--- config.mk ---
export PLATFORM = sky130hd
export DESIGN_NAME = uart_tx_scheduler
export DESIGN_NICKNAME = d
export VERILOG_FILES = /design/src/rtl/uart_tx_scheduler.sv
export SDC_FILE = /design/constraint.sdc
export NUM_CORES = 1
export LEC_CHECK = 0
export CORE_MARGIN = 4
export CORE_UTILIZATION = 49
export CTS_CLUSTER_DIAMETER = 30
export DETAILED_ROUTE_END_ITERATION = 12
export PLACE_DENSITY = 0.87
export SLEW_MARGIN = 40
export SYNTH_ARGS = -nofsm -noshare
export SYNTH_HDL_FRONTEND = slang
export SYNTH_SLANG_ARGS = --single-unit
export TNS_END_PERCENT = 50
--- constraint.sdc ---
create_clock -name clk -period 4.8 [get_ports clk]
set_input_delay 1.44 -clock clk [delete_from_list [all_inputs] [get_ports clk]]
set_output_delay 1.44 -clock clk [all_outputs]
set_load 0.05 [all_outputs]
--- src/rtl/uart_tx_scheduler.sv ---
// Round-robin scheduler that shares one UART transmitter among R byte requesters,
// pacing frames by counting FRAME + GAP cycles. Optional stats: UART_SCHED_STATS_EN.
module uart_tx_scheduler #(
    parameter int N     = 8,
    parameter int R     = 4,
    parameter int FRAME = 10,
    parameter int GAP   = 1
) (
    input  logic           clk,
    input  logic           rst,
    input  logic [R-1:0]   req,
    input  logic [R*N-1:0] req_data,
    output logic [R-1:0]   ack,
    output logic [N-1:0]   tx_data,
    output logic           transmit,
    output logic           busy,
    output logic [2:0]     grant_id
`ifdef UART_SCHED_STATS_EN
    ,
    output logic [15:0]    frames_sent,
    output logic [7:0]     drop_cnt
`endif
);

    localparam int MAXC = (FRAME > GAP) ? FRAME : GAP;
    localparam int CW   = $clog2(MAXC + 1);
    localparam logic [CW-1:0] FRAME_LOAD = CW'(FRAME - 1);
    localparam logic [CW-1:0] GAP_LOAD   = CW'((GAP > 0) ? GAP - 1 : 0);

    typedef enum logic [1:0] {S_IDLE, S_SEND, S_GAP} state_t;

    state_t         state_q, state_d;
    logic [CW-1:0]  cnt_q, cnt_d;
    logic [2:0]     rr_q, rr_d;
    logic [R-1:0]   ack_q, ack_d;
    logic [N-1:0]   tx_data_q, tx_data_d;
    logic           transmit_q, transmit_d;
    logic           busy_q, busy_d;
    logic [2:0]     grant_q, grant_d;

    // Requests and bytes padded to 8 slots so a 3-bit index always fits exactly.
    logic [7:0]     req_ext;
    logic [N-1:0]   data_arr [8];

    generate
        for (genvar gi = 0; gi < 8; gi++) begin : g_ext
            if (gi < R) begin : g_used
                assign req_ext[gi]  = req[gi];
                assign data_arr[gi] = req_data[gi*N +: N];
            end else begin : g_unused
                assign req_ext[gi]  = 1'b0;
                assign data_arr[gi] = '0;
            end
        end
    endgenerate

    logic       found;
    logic [2:0] win;
    logic [3:0] sum;

    always_comb begin
        found = 1'b0;
        win   = '0;
        sum   = '0;
        for (int i = 0; i < R; i++) begin
            sum = {1'b0, rr_q} + 4'(i);
            if (sum >= 4'(R)) begin
                sum = sum - 4'(R);
            end
            if (!found && req_ext[sum[2:0]]) begin
                found = 1'b1;
                win   = sum[2:0];
            end
        end
    end

    logic [3:0] win_inc;
    logic [7:0] ack_onehot;

    always_comb begin
        state_d    = state_q;
        cnt_d      = cnt_q;
        rr_d       = rr_q;
        ack_d      = '0;
        transmit_d = 1'b0;
        tx_data_d  = tx_data_q;
        grant_d    = grant_q;
        win_inc    = {1'b0, win} + 4'd1;
        ack_onehot = 8'd1 << win;

        case (state_q)
            S_IDLE: begin
                if (found) begin
                    state_d    = S_SEND;
                    cnt_d      = FRAME_LOAD;
                    tx_data_d  = data_arr[win];
                    transmit_d = 1'b1;
                    ack_d      = ack_onehot[R-1:0];
                    grant_d    = win;
                    rr_d       = (win_inc == 4'(R)) ? 3'd0 : win_inc[2:0];
                end
            end
            S_SEND: begin
                if (cnt_q == '0) begin
                    if (GAP > 0) begin
                        state_d = S_GAP;
                        cnt_d   = GAP_LOAD;
                    end else begin
                        state_d = S_IDLE;
                    end
                end else begin
                    cnt_d = cnt_q - 1'b1;
                end
            end
            S_GAP: begin
                if (cnt_q == '0) begin
                    state_d = S_IDLE;
                end else begin
                    cnt_d = cnt_q - 1'b1;
                end
            end
            default: begin
                state_d = S_IDLE;
                cnt_d   = '0;
            end
        endcase

        busy_d = (state_d != S_IDLE);
    end

    always_ff @(posedge clk or posedge rst) begin
        if (rst) begin
            state_q    <= S_IDLE;
            cnt_q      <= '0;
            rr_q       <= '0;
            ack_q      <= '0;
            tx_data_q  <= '0;
            transmit_q <= 1'b0;
            busy_q     <= 1'b0;
            grant_q    <= '0;
        end else begin
            state_q    <= state_d;
            cnt_q      <= cnt_d;
            rr_q       <= rr_d;
            ack_q      <= ack_d;
            tx_data_q  <= tx_data_d;
            transmit_q <= transmit_d;
            busy_q     <= busy_d;
            grant_q    <= grant_d;
        end
    end

    assign ack      = ack_q;
    assign tx_data  = tx_data_q;
    assign transmit = transmit_q;
    assign busy     = busy_q;
    assign grant_id = grant_q;

`ifdef UART_SCHED_STATS_EN
    logic [15:0]  frames_q;
    logic [7:0]   drop_q;
    logic [R-1:0] req_prev_q;
    logic [R-1:0] ack_prev_q;
    logic         drop_evt;

    // A fall is legitimate if the ack was visible this cycle or the one before.
    assign drop_evt = |(req_prev_q & ~req & ~ack_q & ~ack_prev_q);

    always_ff @(posedge clk or posedge rst) begin
        if (rst) begin
            frames_q   <= '0;
            drop_q     <= '0;
            req_prev_q <= '0;
            ack_prev_q <= '0;
        end else begin
            req_prev_q <= req;
            ack_prev_q <= ack_q;
            if (transmit_d) begin
                frames_q <= frames_q + 16'd1;
            end
            if (drop_evt && (drop_q != 8'hFF)) begin
                drop_q <= drop_q + 8'd1;
            end
        end
    end

    assign frames_sent = frames_q;
    assign drop_cnt    = drop_q;
`endif

endmodule

Word level (Yosys, flattened, before mapping)
Index checks and enable logic that the tools add are counted.
- $add $sub $neg: 9
- magnitude comparators: 9
- eq/ne operators: 5
- shifts and indexed selects: 1
- muxes and demuxes: 36
- bitwise logic cells: 1
- reduce and logical (&&, ||, !) cells: 11
- operators by type and width (kind ; count):
    $mux W3 ; 9
    $bmux W8 S3 ; 1
    $mux W4 ; 5
    $lt A3 B4 Y1 const B ; 4
    $mux W8 ; 2
    $bmux W1 S3 ; 4
    $ge A4 B3 Y1 const B ; 3
    $pmux W4 S3 ; 1
    $sub A3 B3 Y3 const B ; 4
    $mux W1 ; 10
    $add A3 B1 Y4 const B ; 2
    $add A3 B2 Y4 const B ; 2
    $mux W2 ; 3
    $pmux W2 S3 ; 1
    $eq A4 B3 Y1 const B ; 1
    $ge A4 B4 Y1 const B ; 1
    $logic_not A4 Y1 ; 1
    $ne A2 B2 Y1 const B ; 2
    $not A3 Y4 ; 1
    $reduce_and A2 Y1 ; 2
    $shl A1 B3 Y4 const A ; 1
    $sub A4 B1 Y4 const B ; 1
    $ge A3 B3 Y1 const B ; 1
    $logic_and A1 B1 Y1 ; 3
    5 further kinds ; 7
- register bits after elaboration: 26
- input bits: 38
- output and inout bits: 17
- logic and storage cells: 80

Depth between registers and ports, before layout
Gate-level depths: netlist (run 1).
- word-level depth: 18
- depth in mapped cells: 15
- gate-level depth less buffers: 12

Worst setup path after synthesis (run 1)
Ideal clock, no wire load.
- path kind: input to register
- start point: input req[2]
- end point: register rr_q[2]
- setup time: 0.083 ns
- arrival: 3.415 ns
- required time: 4.717 ns
- setup slack: 1.302 ns
- stages: 11
- buffers on the path: 2
- cell sequence: mux4_2 nand2_2 and4_1 a21oi_2 buf_6 buf_12 inv_1 ha_1 ha_1 or3_1 o21ai_0
- cells in the longest elaborated chain, start to end: 15
- elaborated cells on any way between the ends: 26
- classes of those cells: add/sub: 1; eq/ne: 1; mux: 17; reduce/logical: 7
- ends and longest elaborated chain (what ; line ; text):
    start: declaration ; 11 ; input logic [R-1:0] req,
    $bmux W1 S3 ; 70 ; if (!found && req_ext[sum[2:0]]) begin
    $mux W1 (implied by the code) ; 70 ;
    $mux W1 ; 70 ;
    $logic_not A1 Y1 ; 70 ;
    $logic_and A1 B1 Y1 ; 70 ;
    $mux W1 ; 70 ;
    $logic_not A1 Y1 ; 70 ;
    $logic_and A1 B1 Y1 ; 70 ;
    $mux W1 ; 70 ;
    $logic_not A1 Y1 ; 70 ;
    $logic_and A1 B1 Y1 ; 70 ;
    $mux W3 (*) ; 70 ;
    net win[1] ; 58 ; logic [2:0] win;
    $add A3 B1 Y4 (*) ; 88 ; win_inc = {1'b0, win} + 4'd1;
    $eq A4 B3 Y1 ; 100 ; rr_d = (win_inc == 4'(R)) ? 3'd0 : win_inc[2:0];
    $mux W3 (*) ; 100 ;
    end signal: assignment ; 144 ; rr_q <= rr_d;
    end: declaration ; 34 ; logic [2:0] rr_q, rr_d;
The timed path passes the listed nets; every way through them passes the cells marked *. The select of a mux whose other input is x is not followed.
A chain may end at the register's enable or synchronous reset.

Worst setup path in the final report (run 1)
- start point: input req[1]
- end point: register rr_q[2]
The elaborated chain is that of the path after synthesis.

==> impl_metrics.tcl, run 1 <==
set metrics [dict create \
    finalSetupTns_ps 0 \
    slew_headroom 0.633 \
    switching_share 0.484 \
    grt_max_degree 27 \
    hold_start "grant_id[1]" \
    synth.avg_cell_area_um2 10.2 \
    timing.final.crit_period_ps 3600 \
    ff2ff_path_depth 11 \
    pin_count 55 \
    layout_commonest_cell "clkdlybuf4s50_1" \
    grt-ovfl-total 0 \
    synth_warnings 0 \
    drive_gt1_frac 0.0794 \
    cp_max_fo 6 \
    cts_tree "yes" \
    power_mw 1.56 \
    drv_slew 0 \
    crit_type "primary input to flop" \
    drcViolationCount 0 \
    clockBufferDepth 2 \
    syn2layout_area_growth_pct 35.0 \
    antenna_found_initial 0 \
    dp_slack_ps 860 \
    die_h_um 66.4 \
    n_fill_cell 228 \
    synthArstFlopShare 1.00 \
    rsz0062_at_grt "false" \
    synth_nets 211 \
    place_congestion 0.834 \
    drt-initial-drc-count 59 \
    min_period_over_period 0.750 \
    synth_cells 164 \
    diodes 0 \
    cts_setup_buffers 0 \
    nNetsFinal 262 \
    final_util 0.715 \
    clkTransAtPathRegs_ps 150 \
    syn_area_um2 1670 \
    reg2reg_to "rr_q[2]" \
    start_util 0.530 \
    fmax_ghz 0.278 \
    post_drt_wl_per_cell_um 15.9 \
    root_buffer "clkbuf_4" \
    worstHoldEndpoint "grant_id[1]" \
    critPathArrivalTime_ps 3870 \
    numCtsBuffers 3 \
    cp-start-kind "primary input" \
    pwr-share-comb 0.643 \
    avgViaCountPerCell 5.60 \
    synth_seq_area_share 0.389 \
    core-area_um2 3150 \
    crit_path_end_kind "flop" \
    worstReg2RegStart "rr_q[0]" \
    synthFlopType "dfrtp_1" \
    final-setup-viol-count 0 \
    finalHoldViolations 0 \
    whs_path_depth 2 \
    worstSetupStartpoint "req[1]" \
    worst_pin_slew_ps 549 \
    internal_power_uw 805 \
    die-area_um2 4410 \
    min_path_type "flop to flop" \
    r2r_slack_ps 1630 \
    power.net_switching_uw 755 \
    num_rows 20 \
    synth_edf_count 0 \
    layout_common_cells "54 x clkdlybuf4s50_1, 26 x dfrtp_1, 19 x mux2i_1" \
    cp_data_required_time_ps 5060 \
    p_seq_frac 0.257 \
    grt.total_usage 0.199 \
    ant_nets 0 \
    power_frac_clock 0.100 \
    status "complete, no violations" \
    dr.pass1.iters 4 \
    drt-total-wl_um 4110 \
    holdWs_ps 508 \
    cap_violations 0 \
    worstSkewPairLatency_ps 330 \
    die_w_um 66.4 \
    dp_hpwl_um 3220 \
    ys_ff_latch 26 \
    power_per_cell_area_nw_per_um2 692 \
    num_vias 1444 \
    portBuffers 54 \
    vdd_ir_drop_max_uv 368 \
    hold_buffers 0 \
    cts_max_level 1 \
    grt_pass1_vias 1518 \
    cts_resized 0 \
    power.leakage_nw 1.03 \
    cts.sinks 26 \
    grt_pass1_wl_um 6700 \
    fin_ws_ps 1200 \
    ys_types 44 \
    fin_skew_ps 5.17 \
]
-- through the flow --
stage / instances / instance area, um2
after floorplan: 164 / 1670
after global placement: 254 / 2200
after detailed placement: 254 / 2200
after CTS: 258 / 2260
after global routing: 258 / 2260
final: 258 / 2260
-- area by class of cell --
cell class | instances | area (um2) | area share
inverters | 11 | 41.3 | 0.0183
repair buffers | 55 | 548 | 0.243
well taps | 44 | 55.1 | 0.0244
multi-input cells | 118 | 908 | 0.403
clock inverters | 1 | 30.0 | 0.0133
flip-flops and latches | 26 | 651 | 0.288
clock buffers | 3 | 22.5 | 0.00998
-- critical path, cell delays in order --
cell             delay (ps)
clkdlybuf4s50_1         500
mux2_2                  350
a21oi_4                 200
nand3_1                  90
o2bb2ai_1               220
inv_1                   140
ha_1                    200
ha_1                    250
or3_1                   380
o21ai_0                  90
-- metal layers --
metal	wire length [um]	up-vias	GRT usage
met5	0	-	0
met4	51	0	0.0660
met3	310	6	0.0629
met2	2170	58	0.371
li1	-	689	-
met1	1580	691	0.207
-- power groups by stage --
stage	sequential, mW	clock [mW]	combinational [mW]
after detailed placement	0.402	0	1.01
after CTS	0.399	0.153	1.01
final	0.400	0.156	1.00
after floorplan	0.550	0	0.634
after global routing	0.411	0.165	1.09
after global placement	0.399	0	0.968
-- sequential cells by signal, summed over array words and instances (netlist names) --
| register | count |
|---|---|
| grant_id | 3 |
| cnt_q | 4 |
| transmit | 1 |
| tx_data | 8 |
| state_q | 2 |
| busy | 1 |
| ack | 4 |
| rr_q | 3 |
-- Yosys cell counts, types with 2 or more instances --
cell / instances / share of area
o22ai_1: 3 / 0.011
clkbuf_1: 3 / 0.0067
nor3_1: 2 / 0.0060
nand2_2: 2 / 0.0075
buf_2: 2 / 0.0060
or3_1: 2 / 0.0075
a31oi_1: 2 / 0.0075
o31ai_1: 2 / 0.0090
a21oi_1: 3 / 0.0090
and3_1: 5 / 0.019
nand2b_1: 4 / 0.015
inv_1: 10 / 0.022
nand3_1: 4 / 0.012
buf_6: 2 / 0.013
ha_1: 9 / 0.067
o32ai_1: 3 / 0.016
dfrtp_1: 26 / 0.39
nor2_1: 7 / 0.016
mux2_2: 3 / 0.020
o221ai_1: 8 / 0.042
mux2i_1: 19 / 0.11
o21ai_0: 4 / 0.012
nand2_1: 18 / 0.040
-- cell families after synthesis --
group,synth area share
AO/OA/AOI/OAI,0.145
multiplexers,0.172
other,0.00224
adder cells (fa/ha/maj),0.0674
AND/OR/NAND/NOR,0.146
buffers and inverters,0.0674
flip-flops,0.389
XOR/XNOR,0.0105
-- worst max-delay path by stage --
stage	end	cells after the start	slack, ps
floorplan	rr_q[2]	11	1300
global placement	rr_q[2]	10	950
finish	rr_q[2]	10	1200
detailed placement	rr_q[2]	10	860
global route	tx_data[5]	8	1040
CTS	rr_q[2]	10	1170
Note: power is estimated with default switching activity, not from simulation.
==> run 2, diff against run 1 <==
--- a/config.mk
+++ b/config.mk
@@ -6,10 +6,10 @@
 export NUM_CORES = 1
 export LEC_CHECK = 0
 export CORE_MARGIN = 4
-export CORE_UTILIZATION = 49
+export CORE_UTILIZATION = 46
 export CTS_CLUSTER_DIAMETER = 30
 export DETAILED_ROUTE_END_ITERATION = 12
-export PLACE_DENSITY = 0.87
+export PLACE_DENSITY = 0.82
 export SLEW_MARGIN = 40
 export SYNTH_ARGS = -nofsm -noshare
 export SYNTH_HDL_FRONTEND = slang
==> constraint.sdc (replaced) <==
create_clock -name clk -period 3.4 [get_ports clk]
set_input_delay 1.02 -clock clk [delete_from_list [all_inputs] [get_ports clk]]
set_output_delay 1.02 -clock clk [all_outputs]
set_load 0.05 [all_outputs]
==> impl_metrics.tcl, run 2 (same netlist as run 1, synthesis figures left out) <==
set metrics [dict create \
    status "complete, no violations" \
    start_util 0.489 \
    finalHoldViolations 0 \
    stdcell_area_um2 2320 \
    place_area_um2 2270 \
    crit_type "primary input to flop" \
    cp_data_required_time_ps 3660 \
    drv_slew 0 \
    min_period_over_period 0.910 \
    place_congestion 0.820 \
    cts_max_level 1 \
    cp-start-kind "primary input" \
    die-area_um2 4660 \
    grt-ovfl-total 0 \
    core-area_um2 3420 \
    cp_cell_sequence "clkdlybuf4s50_1, mux4_2, nand2_2, and4_1, a21oi_2, inv_1, ha_1, ha_1, or3_1, o21ai_0" \
    num_rows 21 \
    syn2layout_area_growth_pct 39.0 \
    clkTransAtPathRegs_ps 140 \
    cts_setup_buffers 0 \
    cts_tree "yes" \
    num_vias 1499 \
    antenna_found_initial 0 \
    cp_max_fo 6 \
    die_w_um 68.3 \
    cap_violations 0 \
    drt-total-wl_um 4180 \
    pin_count 55 \
    crit_path_end_kind "flop" \
    grt.total_usage 0.196 \
    holdWs_ps 508 \
    portBuffers 54 \
    cts.sinks 26 \
    critPathArrivalTime_ps 3350 \
    ant_nets 0 \
    rsz0062_at_grt "false" \
    dr.pass1.iters 4 \
    fmax_ghz 0.323 \
    cts_resized 0 \
    power_per_cell_area_nw_per_um2 974 \
    grt_pass1_wl_um 6980 \
    diodes 0 \
    hold_buffers 0 \
    post_drt_wl_per_cell_um 15.7 \
    nNetsFinal 269 \
    worstReg2RegStart "rr_q[1]" \
    slowest_delay_ps 520 \
    reg2reg_to "rr_q[2]" \
    timing.final.crit_period_ps 3090 \
    avgViaCountPerCell 5.61 \
    path_common_cell "ha_1" \
    hold_start "grant_id[2]" \
    layout_common_cells "54 x clkdlybuf4s50_1, 26 x dfrtp_1, 19 x mux2i_1" \
    grt_max_degree 27 \
    dp_slack_ps -39.9 \
    dp_hpwl_um 3250 \
    drcViolationCount 0 \
    worstHoldEndpoint "grant_id[2]" \
    worst_pin_slew_ps 531 \
    fin_skew_ps 2.21 \
    slew_headroom 0.645 \
    min_path_type "flop to flop" \
    largest_reg_flops 8 \
    clockBufferDepth 2 \
    final_util 0.680 \
    r2r_slack_ps 410 \
    numCtsBuffers 3 \
    layout_commonest_cell "clkdlybuf4s50_1" \
    dp_cells 263 \
    instances_no_fill 267 \
    die_h_um 68.3 \
    finalSetupTns_ps 0 \
    root_buffer "clkbuf_4" \
    vdd_ir_drop_max_uv 520 \
    grt_pass1_vias 1541 \
    final-setup-viol-count 0 \
    power.leakage_nw 1.07 \
    power_mw 2.26 \
    worstSkewPairLatency_ps 320 \
    drt-initial-drc-count 135 \
    ff2ff_path_depth 11 \
    fin_ws_ps 306 \
    drive_gt1_frac 0.104 \
    whs_path_depth 1 \
    slowest_stage "mux4_2" \
]
## run 2: changes by cell type in the layout (fill, tap and decap cells not counted)
cell    previous run  this run
buf_12             0         1
buf_4              1         7
inv_1              9        10
inv_2              2         1
## run 2: layer usage
metal / part of all wire / global-route usage / wire length (um)
met5: 0 / 0 / 0
met4: 0.012 / 0.0471 / 52
met3: 0.055 / 0.0509 / 230
met2: 0.54 / 0.339 / 2250
met1: 0.39 / 0.242 / 1650
## run 2: area by class of cell
cell class / count / area [um2]
Multi-Input combinational cell: 118 / 908
Clock buffer: 3 / 22.5
Timing Repair Buffer: 62 / 613
Fill cell: 260 / 1090
Inverter: 11 / 41.3
Sequential cell: 26 / 651
Clock inverter: 1 / 30.0
Tap cell: 46 / 57.6
## run 2: where the power goes
| part | internal (mW) | switching [mW] |
|---|---|---|
| clock | 0.119 | 0.0924 |
| combinational | 0.631 | 0.878 |
| sequential | 0.438 | 0.105 |
## run 2: how the worst max path moves through the flow
stage	startpoint	endpoint	slack [ps]	cells after the start
finish	req[3]	rr_q[2]	310	10
detailed placement	req[3]	rr_q[2]	-40	10
floorplan	req[2]	rr_q[2]	320	11
global placement	req[3]	rr_q[2]	70	10
CTS	req[3]	rr_q[2]	310	10
global route	req[1]	rr_q[2]	220	10
## run 2: critical path, delay by kind of cell
family / cells / cell delay (ps)
and+or+nand+nor: 3 / 670
buffers and inverters: 2 / 580
muxes: 1 / 520
adders and majority gates: 2 / 440
AOI/OAI and AO/OA: 2 / 110
==> run 3, diff against run 2 <==
--- a/config.mk
+++ b/config.mk
@@ -7,7 +7,7 @@
 export LEC_CHECK = 0
 export CORE_MARGIN = 4
 export CORE_UTILIZATION = 46
-export CTS_CLUSTER_DIAMETER = 30
+export CTS_CLUSTER_DIAMETER = 200
 export DETAILED_ROUTE_END_ITERATION = 12
 export PLACE_DENSITY = 0.82
 export SLEW_MARGIN = 40
==> results of run 3 <==
The final DEF is identical to that of run 2; final timing and power are the same.
